`src/rtl/sd_host_pkg.sv`:
```
// Shared SD host definitions: FSM encoding, response lengths, CRC7 polynomial
// and the control word latched when a response capture is armed.
package sd_host_pkg;

  // Response capture FSM encoding
  localparam logic [2:0] ST_IDLE       = 3'd0;
  localparam logic [2:0] ST_WAIT_START = 3'd1;
  localparam logic [2:0] ST_RECV       = 3'd2;
  localparam logic [2:0] ST_CHECK      = 3'd3;
  localparam logic [2:0] ST_WRITE      = 3'd4;
  localparam logic [2:0] ST_DONE       = 3'd5;

  // Frame geometry on the CMD line
  localparam int unsigned RESP_SHORT_LEN = 48;
  localparam int unsigned RESP_LONG_LEN  = 136;
  localparam int unsigned RESP_HDR_LEN   = 8;   // R2 header bits excluded from CRC
  localparam int unsigned RESP_TAIL_LEN  = 8;   // CRC7 + end bit

  // x^7 + x^3 + 1
  localparam logic [6:0] CRC7_POLY = 7'h09;

  // Control inputs captured on an accepted start
  typedef struct packed {
    logic       resp_long;
    logic       crc_check_en;
    logic       idx_check_en;
    logic [5:0] cmd_index;
  } resp_ctl_t;

endpackage

```
`src/rtl/sd_crc7.sv`:
```
// Serial CRC7 (x^7+x^3+1), MSB-first, initial value 0.
// Ports: clk, rst (sync, active-high), clr (restart at 0), en (advance one
// bit), bit_in (data bit), crc (current remainder).
module sd_crc7
  import sd_host_pkg::*;
(
  input  logic       clk,
  input  logic       rst,
  input  logic       clr,
  input  logic       en,
  input  logic       bit_in,
  output logic [6:0] crc
);

  logic fb;

  assign fb = bit_in ^ crc[6];

  always_ff @(posedge clk) begin
    if (rst || clr) begin
      crc <= '0;
    end else if (en) begin
      crc <= {crc[5:0], 1'b0} ^ (fb ? CRC7_POLY : 7'h00);
    end
  end

endmodule

```
`src/rtl/sd_resp_capture.sv`:
```
// Captures an SD command response from the CMD line, checks start/end/index/
// CRC7, and writes the payload into the Response register with an ack handshake.
// Ports:
//   clk, rst                      clock, sync active-high reset
//   start, resp_long, crc_check_en, idx_check_en, cmd_index
//                                 arm request and per-command controls
//   bit_strobe, cmd_in            sampled CMD line bit and its valid strobe
//   resp_ack                      Response register confirms contents
//   resp_data, resp_wr_en         payload and enable to the Response register
//   busy, done                    status, done is a 1-cycle pulse
//   timeout_err, crc_err, end_err, idx_err  sticky until next accepted start
module sd_resp_capture
  import sd_host_pkg::*;
#(
  parameter int unsigned DATA_WIDTH = 128,
  parameter int unsigned NCR_MAX    = 64,
  parameter int unsigned CNT_W      = 8
) (
  input  logic                  clk,
  input  logic                  rst,
  input  logic                  start,
  input  logic                  resp_long,
  input  logic                  crc_check_en,
  input  logic                  idx_check_en,
  input  logic [5:0]            cmd_index,
  input  logic                  bit_strobe,
  input  logic                  cmd_in,
  input  logic                  resp_ack,
  output logic [DATA_WIDTH-1:0] resp_data,
  output logic                  resp_wr_en,
  output logic                  busy,
  output logic                  done,
  output logic                  timeout_err,
  output logic                  crc_err,
  output logic                  end_err,
  output logic                  idx_err
);

  localparam int unsigned SHREG_W = 128;

  logic [2:0]            state_q, state_d;
  resp_ctl_t             ctl_q, ctl_d;
  logic [CNT_W-1:0]      tmo_q, tmo_d;
  logic [CNT_W-1:0]      bit_cnt_q, bit_cnt_d;
  logic [SHREG_W-1:0]    shreg_q, shreg_d;
  logic [DATA_WIDTH-1:0] data_q, data_d;
  logic                  wr_en_q, wr_en_d;
  logic                  wr_seen_q, wr_seen_d;
  logic                  busy_q, busy_d;
  logic                  done_q, done_d;
  logic                  tmo_err_q, tmo_err_d;
  logic                  crc_err_q, crc_err_d;
  logic                  end_err_q, end_err_d;
  logic                  idx_err_q, idx_err_d;

  logic                  crc_clr_c;
  logic                  crc_en_c;
  logic [6:0]            crc_val;
  logic [CNT_W-1:0]      bit_num;
  logic [CNT_W-1:0]      frame_len;

  // True when 1-based bit position n of the frame feeds the CRC
  function automatic logic crc_covers(input logic is_long, input logic [CNT_W-1:0] n);
    if (is_long) begin
      return (n >= CNT_W'(RESP_HDR_LEN + 1)) && (n <= CNT_W'(RESP_LONG_LEN - RESP_TAIL_LEN));
    end
    return (n >= CNT_W'(1)) && (n <= CNT_W'(RESP_SHORT_LEN - RESP_TAIL_LEN));
  endfunction

  sd_crc7 u_crc7 (
    .clk    (clk),
    .rst    (rst),
    .clr    (crc_clr_c),
    .en     (crc_en_c),
    .bit_in (cmd_in),
    .crc    (crc_val)
  );

  assign bit_num   = bit_cnt_q + CNT_W'(1);
  assign frame_len = ctl_q.resp_long ? CNT_W'(RESP_LONG_LEN) : CNT_W'(RESP_SHORT_LEN);

  // Next-state and registered-output logic
  always_comb begin
    state_d   = state_q;
    ctl_d     = ctl_q;
    tmo_d     = tmo_q;
    bit_cnt_d = bit_cnt_q;
    shreg_d   = shreg_q;
    data_d    = data_q;
    wr_en_d   = wr_en_q;
    wr_seen_d = wr_seen_q;
    busy_d    = busy_q;
    done_d    = 1'b0;
    tmo_err_d = tmo_err_q;
    crc_err_d = crc_err_q;
    end_err_d = end_err_q;
    idx_err_d = idx_err_q;
    crc_clr_c = 1'b0;
    crc_en_c  = 1'b0;

    case (state_q)
      ST_IDLE: begin
        if (start) begin
          ctl_d     = '{resp_long: resp_long, crc_check_en: crc_check_en,
                        idx_check_en: idx_check_en, cmd_index: cmd_index};
          tmo_d     = '0;
          bit_cnt_d = '0;
          shreg_d   = '0;
          tmo_err_d = 1'b0;
          crc_err_d = 1'b0;
          end_err_d = 1'b0;
          idx_err_d = 1'b0;
          crc_clr_c = 1'b1;
          busy_d    = 1'b1;
          state_d   = ST_WAIT_START;
        end
      end

      ST_WAIT_START: begin
        if (bit_strobe) begin
          if (!cmd_in) begin
            shreg_d   = {shreg_q[SHREG_W-2:0], cmd_in};
            bit_cnt_d = CNT_W'(1);
            crc_en_c  = crc_covers(ctl_q.resp_long, CNT_W'(1));
            state_d   = ST_RECV;
          end else if (tmo_q + CNT_W'(1) == CNT_W'(NCR_MAX)) begin
            tmo_d     = tmo_q + CNT_W'(1);
            tmo_err_d = 1'b1;
            done_d    = 1'b1;
            busy_d    = 1'b0;
            state_d   = ST_DONE;
          end else begin
            tmo_d = tmo_q + CNT_W'(1);
          end
        end
      end

      ST_RECV: begin
        if (bit_strobe) begin
          shreg_d   = {shreg_q[SHREG_W-2:0], cmd_in};
          bit_cnt_d = bit_num;
          crc_en_c  = crc_covers(ctl_q.resp_long, bit_num);
          if (bit_num == frame_len) begin
            state_d = ST_CHECK;
          end
        end
      end

      ST_CHECK: begin
        end_err_d = ~shreg_q[0];
        crc_err_d = ctl_q.crc_check_en & (crc_val != shreg_q[7:1]);
        idx_err_d = ctl_q.idx_check_en & ~ctl_q.resp_long &
                    (shreg_q[45:40] != ctl_q.cmd_index);
        if (ctl_q.resp_long) begin
          data_d = DATA_WIDTH'({8'h00, shreg_q[127:8]});
        end else begin
          data_d = DATA_WIDTH'({96'h0, shreg_q[39:8]});
        end
        wr_en_d   = 1'b1;
        wr_seen_d = 1'b0;
        state_d   = ST_WRITE;
      end

      // Ack is only trusted once the register has seen the enable for a cycle
      ST_WRITE: begin
        if (wr_seen_q && resp_ack) begin
          wr_en_d   = 1'b0;
          wr_seen_d = 1'b0;
          done_d    = 1'b1;
          busy_d    = 1'b0;
          state_d   = ST_DONE;
        end else begin
          wr_seen_d = 1'b1;
        end
      end

      ST_DONE: begin
        state_d = ST_IDLE;
      end

      default: begin
        state_d = ST_IDLE;
      end
    endcase
  end

  // State and output registers
  always_ff @(posedge clk) begin
    if (rst) begin
      state_q   <= ST_IDLE;
      ctl_q     <= '0;
      tmo_q     <= '0;
      bit_cnt_q <= '0;
      shreg_q   <= '0;
      data_q    <= '0;
      wr_en_q   <= 1'b0;
      wr_seen_q <= 1'b0;
      busy_q    <= 1'b0;
      done_q    <= 1'b0;
      tmo_err_q <= 1'b0;
      crc_err_q <= 1'b0;
      end_err_q <= 1'b0;
      idx_err_q <= 1'b0;
    end else begin
      state_q   <= state_d;
      ctl_q     <= ctl_d;
      tmo_q     <= tmo_d;
      bit_cnt_q <= bit_cnt_d;
      shreg_q   <= shreg_d;
      data_q    <= data_d;
      wr_en_q   <= wr_en_d;
      wr_seen_q <= wr_seen_d;
      busy_q    <= busy_d;
      done_q    <= done_d;
      tmo_err_q <= tmo_err_d;
      crc_err_q <= crc_err_d;
      end_err_q <= end_err_d;
      idx_err_q <= idx_err_d;
    end
  end

  assign resp_data   = data_q;
  assign resp_wr_en  = wr_en_q;
  assign busy        = busy_q;
  assign done        = done_q;
  assign timeout_err = tmo_err_q;
  assign crc_err     = crc_err_q;
  assign end_err     = end_err_q;
  assign idx_err     = idx_err_q;

endmodule

```
`config.mk`:
```
export PLATFORM = sky130hd
export DESIGN_NAME = sd_resp_capture
export DESIGN_NICKNAME = d
export VERILOG_FILES = /design/src/rtl/sd_host_pkg.sv /design/src/rtl/sd_crc7.sv /design/src/rtl/sd_resp_capture.sv
export SDC_FILE = /design/constraint.sdc
export NUM_CORES = 1
export LEC_CHECK = 0
export CAP_MARGIN = 20
export CORE_UTILIZATION = 55
export CTS_CLUSTER_DIAMETER = 200
export DETAILED_ROUTE_END_ITERATION = 10
export GPL_ROUTABILITY_DRIVEN = 0
export PLACE_DENSITY = 0.77
export SETUP_SLACK_MARGIN = 0.2
export SYNTH_ARGS = -nofsm -noshare
export SYNTH_HDL_FRONTEND = slang
export SYNTH_SLANG_ARGS = --single-unit
export TNS_END_PERCENT = 100
```
`constraint.sdc`:
```
create_clock -name clk -period 3.1 [get_ports clk]
set_input_delay 0.62 -clock clk [delete_from_list [all_inputs] [get_ports clk]]
set_output_delay 0.62 -clock clk [all_outputs]
set_load 0.02 [all_outputs]
```
### Yosys cells after proc, flatten, opt, wreduce, memory -nomap -nowiden

Cells that the tools add are included.

| word-level totals | value |
|---|---|
| register bits | 299 |
| input port bits | 15 |
| output and inout port bits | 135 |
| logic and storage cells | 128 |

| cells by class | value |
|---|---|
| add/subtract/negate cells | 2 |
| $lt $le $gt $ge | 4 |
| equality and inequality tests | 17 |
| muxes and demuxes | 62 |
| bitwise gates (word level) | 7 |
| reductions and logical operators | 18 |

Operators by type and width:

| cell | number |
|---|---|
| 128-bit 2-to-1 mux | 4 |
| 128-bit case mux with 3 select lines | 1 |
| 120-bit 2-to-1 mux | 1 |
| 8-bit 2-to-1 mux | 7 |
| 1-bit 2-to-1 mux | 29 |
| 8-bit case mux with 3 select lines | 1 |
| 3-bit 2-to-1 mux | 7 |
| 8-bit by 1-bit adder with 8-bit output (second input constant) | 2 |
| 2-bit inequality test (second input constant) | 8 |
| 1-bit case mux with 2 select lines | 8 |
| 8-bit case mux with 2 select lines | 1 |
| 3-bit case mux with 5 select lines | 1 |
| 6-bit AND reduction | 2 |
| 5-bit AND reduction | 2 |
| 8-bit by 7-bit == test with 1-bit output (second input constant) | 1 |
| 8-bit == test | 1 |
| 8-bit by 1-bit >= comparator with 1-bit output (second input constant) | 1 |
| 8-bit by 4-bit >= comparator with 1-bit output (second input constant) | 1 |
| 8-bit by 6-bit <= comparator with 1-bit output (second input constant) | 1 |
| 8-bit <= comparator (second input constant) | 1 |
| 7-bit inequality test | 1 |
| 7-bit bitwise XOR | 1 |
| 3-bit by 2-bit == test with 1-bit output (second input constant) | 2 |
| 6-bit inequality test | 1 |
| other kinds (15) | 25 |

### Logic depth before layout (Yosys ltp)

| logic depth | value |
|---|---|
| depth after elaboration | 8 |
| gate-level depth with buffers | 9 |
| gate-level depth less buffers | 8 |

### Hierarchy

Synthesis repeated with hierarchy kept, for this count alone.

| second synthesis, totals | value |
|---|---|
| cells, all modules | 1466 |
| area total of the unflattened synthesis | 11532.3 sq um |

Modules (own cells, without submodules):

| module | times used | cells an instance | area each (sq um) | seq. area each (sq um) |
|---|---|---|---|---|
| sd_resp_capture | 1 | 1438 | 11255.8 | 5685.5 |
| sd_crc7 | 1 | 28 | 276.5 | 140.1 |

### Worst setup path after synthesis

No wires, ideal clock.

| timing path | value |
|---|---|
| kind | register to register |
| start | register bit_cnt_q[0] |
| end | register u_crc7.crc[0] |
| library setup time | 73 ps |
| arrival time | 2177 ps |
| data required time | 3027 ps |
| setup slack | 850 ps |
| cell stages (with the launch flop) | 10 |
| buffers on the path | 2 |
| period minus slack after synthesis | 2250 ps |
| path through | dfxtp_1 -> ha_1 -> buf_6 -> and3_1 -> buf_6 -> nor3_2 -> a31oi_1 -> or4_4 -> a41oi_4 -> mux2i_1 |

| between the ends | value |
|---|---|
| longest elaborated chain between the ends | 7 |
| elaborated cells on any way between the ends | 11 |
| those cells by class | add/sub (1); order compare (4); mux (4); reduce/logical (2) |

RTL lines:

| what | RTL line | source |
|---|---|---|
| start: declaration | sd_resp_capture.sv:44 | `logic [CNT_W-1:0] bit_cnt_q, bit_cnt_d;` |
| start signal: assignment | sd_resp_capture.sv:208 | `bit_cnt_q <= bit_cnt_d;` |
| 8-bit by 1-bit adder with 8-bit output * | sd_resp_capture.sv:79 | `assign bit_num = bit_cnt_q + CNT_W'(1);` |
| 8-bit by 4-bit >= comparator with 1-bit output / 8-bit <= comparator (equally long branches) | sd_resp_capture.sv:65 | `return (n >= CNT_W'(RESP_HDR_LEN + 1)) && (n <= CNT_W'(RESP_LONG_LEN - RESP_TAIL_LEN));` |
| 1-bit logical AND | sd_resp_capture.sv:65 |  |
| 1-bit 2-to-1 mux | sd_resp_capture.sv:64 | `if (is_long) begin` |
| 1-bit 2-to-1 mux * | sd_resp_capture.sv:67 | `return (n >= CNT_W'(1)) && (n <= CNT_W'(RESP_SHORT_LEN - RESP_TAIL_LEN));` |
| 1-bit 2-to-1 mux * | sd_resp_capture.sv:139 | `if (bit_strobe) begin` |
| 1-bit case mux with 2 select lines * | sd_resp_capture.sv:101 | `case (state_q)` |
| end signal: assignment | sd_crc7.sv:23 | `crc <= {crc[5:0], 1'b0} ^ (fb ? CRC7_POLY : 7'h00);` |
| end: declaration | sd_crc7.sv:12 | `output logic [6:0] crc` |

Every way passes the cells marked *; elsewhere a longest branch is shown, timed or not. The select of a mux whose other input is x is not followed.
A chain may end at the register's enable or synchronous reset.

### Worst setup path after layout

| timing path | value |
|---|---|
| start | register bit_cnt_q[1] |
| end | register u_crc7.crc[3] |

Same word-level chain as after synthesis.

==> impl_metrics.env <==
export IMPL_core_area_mm2=0.02036
export IMPL_ys_flop_type="dfxtp_1"
export IMPL_async_reset_ff_share_pct=0
export IMPL_drc=0
export IMPL_p_int_uw=6274
export IMPL_die_w_um=146.7
export IMPL_r2r_setup_slack_ns=0.49
export IMPL_clkSinkCount=291
export IMPL_yosysTopAreaCellShare_pct=50.55
export IMPL_fin_worst_skew_ns=0.01890
export IMPL_maxCapViolCount=0
export IMPL_num_vias=10220
export IMPL_yosysMostFrequentCell="nand2_1"
export IMPL_switching_power_uw=2890
export IMPL_fill_cells=1662
export IMPL_post_route_min_period_ns=2.607
export IMPL_clockBufferDepth=3
export IMPL_grt_antenna_before_repair=0
export IMPL_cts_hold_buffers=0
export IMPL_min_path_type="flop to flop"
export IMPL_grtUsageTotal_pct=24.73
export IMPL_initialDrtViolationCount=771
export IMPL_syn_area_mm2=0.01152
export IMPL_fmax_mhz=383.6
export IMPL_hold_depth=2
export IMPL_rows=52
export IMPL_ys_top_cells_by_count="nand2_1, dfxtp_1, a21oi_1"
export IMPL_first_pass_iters=5
export IMPL_place_ws_ns=0.2302
export IMPL_p_comb_share_pct=20.3
export IMPL_status="completed"
export IMPL_post_route_period_util_pct=84.08
export IMPL_htreeDepth=1
export IMPL_cts_tree="done"
export IMPL_drtAntennaViolNets=0
export IMPL_ioPinCount=150
export IMPL_post_cts_resized=0
export IMPL_r2r_end="u_crc7.crc[3]$_SDFFE_PP0P_"
export IMPL_synth_seq_cells=291
export IMPL_clk_pin_slew_ns=0.06
export IMPL_cts_buffers=29
export IMPL_syn_inst=1448
export IMPL_grt_pass1_vias=9218
export IMPL_dp_hpwl_um=16230
export IMPL_path_max_fanout=9
export IMPL_tightestPinTransition_ns=0.6328
export IMPL_setup_worst_path_start="bit_cnt_q[1]$_SDFFE_PP0P_"
export IMPL_drt_total_wl_um=27200
export IMPL_cts_root_buf="clkbuf_16"
export IMPL_slew_viol_final=0
export IMPL_initial_core_util_pct=56.59
export IMPL_antenna_cells=0
export IMPL_chipHeight_um=146.7
export IMPL_finalHoldViolCount=0
export IMPL_min_to="resp_data[77]$_SDFFE_PP0P_"
export IMPL_postCtsSetupRepairBufs=0
export IMPL_worstHoldStart="resp_data[77]$_SDFFE_PP0P_"
export IMPL_yosys_top_cells_area="dfxtp_1, a21oi_1, nand2_1, nand3_1, clkbuf_1"
export IMPL_fin_setup_tns_ns=0
export IMPL_drive_gt1_share_pct=5.986
export IMPL_worstPathRequired_ns=3.55
export IMPL_synth_edff_count=0
export IMPL_dieArea_mm2=0.02153
export IMPL_start_kind="flop"
export IMPL_setup_viol=0
export IMPL_maxSlewHeadroom_pct=57.82
export IMPL_irDropWorstVdd_mv=0.4831
export IMPL_ys_types=64
export IMPL_leakagePower_uw=0.004540
export IMPL_clock_latency_ns=0.54
export IMPL_grt_pass1_wl_um=45240
export IMPL_critPathKind="flop to flop"
export IMPL_area_delta_synth_final_pct=21.30
export IMPL_grt_max_degree=129
export IMPL_power_density_mw_per_mm2=655.6
export IMPL_fin_util_pct=68.64
export IMPL_yosysSeqAreaShare_pct=50.55
export IMPL_power_share_switching_pct=31.54
export IMPL_p_clk_share_pct=37.5
export IMPL_syn_avg_cell_area_um2=7.958
export IMPL_vias_per_cell=5.656
export IMPL_overflow=0
export IMPL_crit_path_end_kind="flop"
export IMPL_rsz0062_at_grt="false"
export IMPL_layout_setup_ws_ns=0.4934
export IMPL_r2r_cells=6
export IMPL_arrival_ns=3.06
export IMPL_nets=1536
export IMPL_wl_per_cell_um=15.05
export IMPL_rr_startpoint="bit_cnt_q[1]$_SDFFE_PP0P_"
export IMPL_synth_area_leader_cell="dfxtp_1"
export IMPL_yosysWarnings=0
export IMPL_port_buffers=141
export IMPL_seqPwrFrac_pct=42.2
[kinds of logic after synthesis]
logic type	Yosys count	share of synthesized area (%)
multiplexers	9	0.7818
buffers and inverters	143	5.527
other	1	0.03254
flip-flops	291	50.55
AO/OA/AOI/OAI	334	15.80
XOR/XNOR	23	1.748
adder cells (fa/ha/maj)	5	0.5429
AND/OR/NAND/NOR	642	25.02
[how the worst max path moves through the flow]
stage                                 end  slack (ns)
2_1_floorplan  u_crc7.crc[0]$_SDFFE_PP0P_        0.85
3_3_place_gp    bit_cnt_q[2]$_SDFFE_PP0P_        0.24
3_5_place_dp    bit_cnt_q[2]$_SDFFE_PP0P_        0.23
4_1_cts        u_crc7.crc[3]$_SDFFE_PP0P_        0.53
5_1_grt        u_crc7.crc[1]$_SDFFE_PP0P_        0.36
6_report       u_crc7.crc[3]$_SDFFE_PP0P_        0.49
[sequential cells by signal (all words and copies together), names as in the netlist, 3 cells and up]
| register | count |
|---|---|
| bit_cnt_q | 8 |
| ctl_q | 9 |
| resp_data | 120 |
| shreg_q | 128 |
| state_q | 3 |
| tmo_q | 8 |
| u_crc7.crc | 7 |
[per-stage QoR]
stage / power (uW) / instances / instance area [um2] / hold slack, ns
2_1_floorplan: 5195 / 1455 / 11550 / 0.4321
3_3_place_gp: 5769 / 1755 / 13040 / 0.4386
3_5_place_dp: 5787 / 1755 / 13040 / 0.4439
4_1_cts: 9179 / 1807 / 13980 / 0.4515
5_1_grt: 9531 / 1807 / 13980 / 0.4627
6_report: 9165 / 1807 / 13980 / 0.4473
[routing by layer]
layer | wire (um) | global-route usage, %
met5 | 0 | 0
met4 | 504 | 6.146
met3 | 1762 | 4.907
met2 | 12510 | 39.48
met1 | 12420 | 34.29
[cell usage in the layout (no fill, tap or decap), types with 6 or more instances in the layout]
cell	instances
nand2_1	321
dfxtp_1	290
a21oi_1	280
nand3_1	224
clkdlybuf4s50_1	140
nor2_1	34
clkbuf_16	29
buf_4	18
xnor2_1	14
o21ai_0	11
clkbuf_8	10
mux2i_1	9
xor2_1	9
buf_12	9
conb_1	8
nor2b_1	7
clkbuf_1	7
and3_1	6
nor3_1	6
[worst max-delay path, stage by stage, from the launching register on]
cell and delay [ns]:
dfxtp_1 0.34, ha_1 0.35, and3_1 0.40, a31oi_1 0.19, or4_4 0.56, a41oi_4 0.44, mux2i_1 0.24
[area by class of cell]
cell class | count | area [um2] | area share (%)
well taps | 270 | 337.8 | 2.417
inverters | 5 | 18.77 | 0.1343
multi-input cells | 1021 | 5121 | 36.64
flip-flops and latches | 291 | 5827 | 41.68
clock inverters | 7 | 67.56 | 0.4834
repair buffers | 168 | 1730 | 12.38
clock buffers | 45 | 875.8 | 6.266
[power by group through the flow]
| stage | clock network (uW) | logic, uW | registers, uW |
|---|---|---|---|
| after floorplan | 0 | 1280 | 3920 |
| after global placement | 0 | 1830 | 3940 |
| after detailed placement | 0 | 1840 | 3950 |
| after CTS | 3470 | 1850 | 3860 |
| after global routing | 3640 | 2020 | 3870 |
| final | 3440 | 1860 | 3860 |
No activity file was read; power rests on OpenSTA's default activity.
